--- config.mk ---
export PLATFORM = sky130hd
export DESIGN_NAME = lut_scan_ctrl
export DESIGN_NICKNAME = d
export VERILOG_FILES = /design/src/rtl/lut_scan_ctrl.sv
export SDC_FILE = /design/constraint.sdc
export NUM_CORES = 1
export LEC_CHECK = 0
export CORE_UTILIZATION = 48
export DETAILED_ROUTE_END_ITERATION = 8
export GPL_TIMING_DRIVEN = 0
export PLACE_DENSITY = 0.86
export SLEW_MARGIN = 15
export SYNTH_ARGS = -nofsm -noshare
export SYNTH_HDL_FRONTEND = slang
export SYNTH_SLANG_ARGS = --single-unit
--- constraint.sdc ---
create_clock -name clk -period 1.7 [get_ports clk]
set_input_delay 0.425 -clock clk [delete_from_list [all_inputs] [get_ports clk]]
set_output_delay 0.425 -clock clk [all_outputs]
set_load 0.05 [all_outputs]
--- src/rtl/lut_scan_ctrl.sv ---
// Walks a 4-bit code through a downstream LUT, holds each code SETTLE_CYC cycles,
// samples the decode result and compares the captured truth map against EXP_MAP.
module lut_scan_ctrl #(
  parameter int unsigned SETTLE_CYC = 2,
  parameter logic [15:0] EXP_MAP    = 16'h0000
) (
  input  logic        clk,
  input  logic        rst_n,
  input  logic        start,
  input  logic        s_i,
  output logic [3:0]  b_o,
  output logic        busy,
  output logic        done,
  output logic [15:0] map_o,
  output logic [4:0]  ones_cnt,
  output logic        pass_o
);
  typedef enum logic [1:0] {IDLE, SETTLE, SAMPLE, DONE} state_t;

  localparam logic [3:0] SETTLE_LAST = 4'(SETTLE_CYC - 1);

  state_t      state_q, state_d;
  logic [3:0]  code_q, code_d;
  logic [3:0]  cnt_q, cnt_d;
  logic [3:0]  b_q, b_d;
  logic        busy_q, busy_d;
  logic        done_q, done_d;
  logic [15:0] map_q, map_d;
  logic [4:0]  ones_q, ones_d;
  logic        pass_q, pass_d;

  always_comb begin
    state_d = state_q;
    code_d  = code_q;
    cnt_d   = cnt_q;
    map_d   = map_q;
    ones_d  = ones_q;
    pass_d  = pass_q;
    unique case (state_q)
      IDLE: begin
        if (start) begin
          map_d   = '0;
          ones_d  = '0;
          pass_d  = 1'b0;
          code_d  = '0;
          cnt_d   = '0;
          state_d = SETTLE;
        end
      end
      SETTLE: begin
        cnt_d = cnt_q + 4'd1;
        if (cnt_q == SETTLE_LAST) state_d = SAMPLE;
      end
      SAMPLE: begin
        map_d[code_q] = s_i;
        ones_d        = ones_q + {4'b0, s_i};
        if (code_q == 4'hF) begin
          // Compare here so pass_o is already valid in the done cycle.
          pass_d  = (map_d == EXP_MAP);
          state_d = DONE;
        end else begin
          code_d  = code_q + 4'd1;
          cnt_d   = '0;
          state_d = SETTLE;
        end
      end
      DONE:    state_d = IDLE;
      default: state_d = IDLE;
    endcase
    // Outputs are registered from next-state so they line up with the state register.
    busy_d = (state_d == SETTLE) || (state_d == SAMPLE);
    done_d = (state_d == DONE);
    b_d    = busy_d ? code_d : 4'h0;
  end

  always_ff @(posedge clk or negedge rst_n) begin
    if (!rst_n) begin
      state_q <= IDLE;
      code_q  <= '0;
      cnt_q   <= '0;
      b_q     <= '0;
      busy_q  <= 1'b0;
      done_q  <= 1'b0;
      map_q   <= '0;
      ones_q  <= '0;
      pass_q  <= 1'b0;
    end else begin
      state_q <= state_d;
      code_q  <= code_d;
      cnt_q   <= cnt_d;
      b_q     <= b_d;
      busy_q  <= busy_d;
      done_q  <= done_d;
      map_q   <= map_d;
      ones_q  <= ones_d;
      pass_q  <= pass_d;
    end
  end

  assign b_o      = b_q;
  assign busy     = busy_q;
  assign done     = done_q;
  assign map_o    = map_q;
  assign ones_cnt = ones_q;
  assign pass_o   = pass_q;
endmodule

==> results of run 1 <==
layer usage:
metal / GRT usage / wire length (um) / up-vias
met5: 0 / 0 / -
met1: 0.376 / 2420 / 935
met2: 0.394 / 2840 / 80
met3: 0.0541 / 353 / 10
met4: 0.101 / 79 / 0
li1: - / - / 857
power breakdown:
| group | total [mW] | internal, mW | switching [mW] |
|---|---|---|---|
| registers | 1.27 | 1.08 | 0.196 |
| logic | 1.81 | 0.717 | 1.10 |
| clock network | 0.669 | 0.326 | 0.342 |
repair_timing:
item                       in CTS  in global routing
setup endpoints to repair      39                 14
setup buffers                   3                  7
hold buffers                    0                  0
pin swaps                       1                  9
hold endpoints to repair        0                  0
resized for setup              48                 29
registers in the layout (all words and copies together), names as in the netlist:
name      flops
pass_o        1
busy          1
state_q       2
map_o        16
b_o           4
code_q        4
done          1
cnt_q         4
ones_cnt      5
cell type report:
| cell class | count | area [sq um] |
|---|---|---|
| fillers | 321 | 1310 |
| multi-input cells | 157 | 1110 |
| flip-flops and latches | 38 | 955 |
| repair buffers | 42 | 375 |
| plain buffers | 11 | 106 |
| clock buffers | 6 | 82.6 |
| well taps | 50 | 62.6 |
| inverters | 4 | 15.0 |
| clock inverters | 2 | 12.5 |
cell usage in the layout, fill, tap and decap left out, types with 3 or more instances in the layout:
| master | count |
|---|---|
| dfrtp_2 | 3 |
| dlygate4sd2_1 | 23 |
| ha_1 | 5 |
| o21ai_0 | 41 |
| a21oi_1 | 15 |
| nand2_1 | 15 |
| nor2_1 | 10 |
| mux2_2 | 3 |
| nand3_1 | 6 |
| nand2b_1 | 5 |
| and2_1 | 5 |
| buf_2 | 3 |
| inv_2 | 3 |
| ha_4 | 3 |
| clkdlybuf4s15_1 | 4 |
| o211ai_1 | 3 |
| nor2b_1 | 7 |
| dfrtp_1 | 35 |
| nand4_1 | 3 |
| clkbuf_8 | 7 |
| buf_6 | 6 |
| a22o_1 | 4 |
| buf_4 | 9 |
worst min-delay path by stage:
| stage | to | cells after the start |
|---|---|---|
| after floorplan | b_o[0]$_DFF_PN0_ | 0 |
| after global placement | ones_cnt[4]$_DFFE_PN0P_ | 1 |
| after detailed placement | cnt_q[2]$_DFFE_PN0P_ | 1 |
| after CTS | map_o[4]$_DFFE_PN0P_ | 1 |
| after global routing | map_o[5]$_DFFE_PN0P_ | 1 |
| final | cnt_q[2]$_DFFE_PN0P_ | 1 |
stage by stage:
stage / hold WS [ns] / setup TNS [ns] / instances / instance area (sq um) / setup slack (ns)
after floorplan: 0.129 / 0 / 210 / 2040 / 0.0179
after global placement: 0.476 / -33.03 / 291 / 2410 / -0.744
after detailed placement: 0.400 / -10.30 / 292 / 2440 / -0.760
after CTS: 0.0855 / -0.144 / 303 / 2570 / -0.144
after global routing: 0.0956 / -0.325 / 310 / 2720 / -0.140
final: 0.0757 / -0.108 / 310 / 2720 / -0.0625
kinds of logic after synthesis:
kind of cell	count (synthesis)	share of synthesized area
buffers and inverters	15	0.0533
and+or+nand+nor	64	0.167
xor gates and xnor gates	1	0.00429
AOI/OAI and AO/OA	80	0.237
muxes	3	0.0166
DFF	38	0.466
adders and majority gates	9	0.0552
==> results by group, run 1 <==
Run status
  • Status: complete, but fails checks
  • Failing checks: negative setup slack

GRT
  • Vias in the first global route: 1752
  • Initial antenna violation count: 0
  • Gr usage total: 0.264
  • Grt total ovfl: 0
  • First-pass GRT wire length: 8.67 mm
  • Largest net degree at the start of global routing: 21

Detailed routing
  • Vias per Instance: 6.07
  • Iter 0 DRT Violations: ~160
  • DRT antenna net count: 0
  • Via count: 1882
  • Drt wl/cell: 18.3 um
  • Routed Wire Length: between 5 and 6 mm
  • DR pass1 iterations: 4
  • Drt drc: 0

Setup path
  • Crit-path cells: inv_2, ha_4, buf_6, or3b_1, a21oi_2, o221ai_2, o31ai_2
  • Cell family with most CP delay: compound AO/OA/AOI/OAI gates
  • Worst setup path start: code_q[0]$_DFF_PN0_
  • Required @ worst endpoint: 1.90 ns
  • Crit path DAT: between 1.5 and 2 ns
  • Crit-path max cell delay: 0.41 ns
  • Levels on crit path: 7
  • Critical R2R Capture: pass_o$_DFFE_PN0P_
  • Worst setup path category: reg2reg
  • FF-to-FF setup slack: -0.06 ns
  • Critical path fanouts, max: 8
  • Element type at the critical path start: flip-flop
  • R2r startpoint: code_q[0]$_DFF_PN0_
  • Setup crit end kind: flip-flop
  • Slowest library cell on the worst path: dfrtp_1
  • Worst Reg-to-Reg Cells: 7
  • CP Capture Point: pass_o$_DFFE_PN0P_
  • Worst Path Buf+Inv: 2

STA
  • Tightest Pin Transition: 0.600 ns
  • Crit share post-route: 1.04
  • Final Hold Vio Count: 0
  • Max-slew headroom: 0.599
  • Slew Viols, Final: 0
  • Clock skew: 0.0156 ns
  • Max Fclk: 567 MHz
  • Final worst setup slack: -0.0625 ns
  • RSZ-0062 raised after global routing: true
  • Final setup viols: 2
  • Fin crit period: 1.76 ns

Floorplanning
  • Die width: 67.2 um
  • Die area: 0.00452 sq mm
  • Cell Rows: 23
  • Die Height: 67.2 um
  • Initial Util: 0.507
  • Core area: approximately 0.004 sq mm
  • IO Pins: 32

Synthesis
  • Mapped Area: 0.00204 sq mm
  • Leading area contributor after synthesis: dfrtp_1
  • Flops & latches, synth: 38
  • Synth Net Count: approximately 220
  • Predominant post-synthesis flop cell: dfrtp_1
  • Synth Instances: 210
  • Top-area cell type share of the netlist area: 0.466
  • Top post-synthesis cells by area: dfrtp_1 47%, o21ai_0 10%, ha_1 5.5%
  • Yosys Warn Count: 0
  • Post-synth top cells: 41 x o21ai_0, 38 x dfrtp_1, 16 x a21oi_1
  • Most frequent cell after synthesis: o21ai_0
  • Avg Inst Size Synth: between 9 and 10 sq um
  • EDFF count, synth: 0
  • Post-synth ARST share: 1.00
  • Sequential share of the synthesized area: 0.466
  • Synth cell types: 44

Placement
  • GPL Wtd Cong: between 0.8 and 0.9
  • Hpwl dp: 3.51 mm
  • Port Buf Inserts: 31

Finish
  • Area delta synth->final: 33.0%
  • Antenna diodes: 0
  • Layout cell share with drive strength beyond 1: 0.227
  • Final Core Density: 0.674
  • Final nets: 272

CTS
  • Sink Count: 38
  • CTS root buf: clkbuf_8
  • Worst-skew pair later-pin latency: 0.31 ns
  • Worst-path clk slew: ~0.09 ns
  • Clock Path Buffers: 2
  • CTS buffer count: 5
  • Htree depth: 2
  • CTS tree: built

Power
  • Pwr per Cell Area: around 1400 mW/mm^2
  • Pwr Total: 3.76 mW
  • Peak supply drop: 0.979 mV
  • Leakage power: 1.30 nW

Min path
  • Worst hold-check path type: in2async

Job
  • Max Cap Viol: 0
(Power assumes the default switching activity.)
==> run 2, diff against run 1 <==
--- a/config.mk
+++ b/config.mk
@@ -6,6 +6,7 @@
 export NUM_CORES = 1
 export LEC_CHECK = 0
 export CORE_UTILIZATION = 48
+export CTS_CLUSTER_DIAMETER = 50
 export DETAILED_ROUTE_END_ITERATION = 8
 export GPL_TIMING_DRIVEN = 0
 export PLACE_DENSITY = 0.86
==> results of run 2 <==
Final layout, timing and power as in run 1 (identical DEF).
==> run 3, diff against run 2 <==
--- a/config.mk
+++ b/config.mk
@@ -5,9 +5,11 @@
 export SDC_FILE = /design/constraint.sdc
 export NUM_CORES = 1
 export LEC_CHECK = 0
+export CAP_MARGIN = 20
 export CORE_UTILIZATION = 48
 export CTS_CLUSTER_DIAMETER = 50
 export DETAILED_ROUTE_END_ITERATION = 8
+export GPL_ROUTABILITY_DRIVEN = 0
 export GPL_TIMING_DRIVEN = 0
 export PLACE_DENSITY = 0.86
 export SLEW_MARGIN = 15
==> results of run 3 <==
Final layout, timing and power as in run 1 (identical DEF).
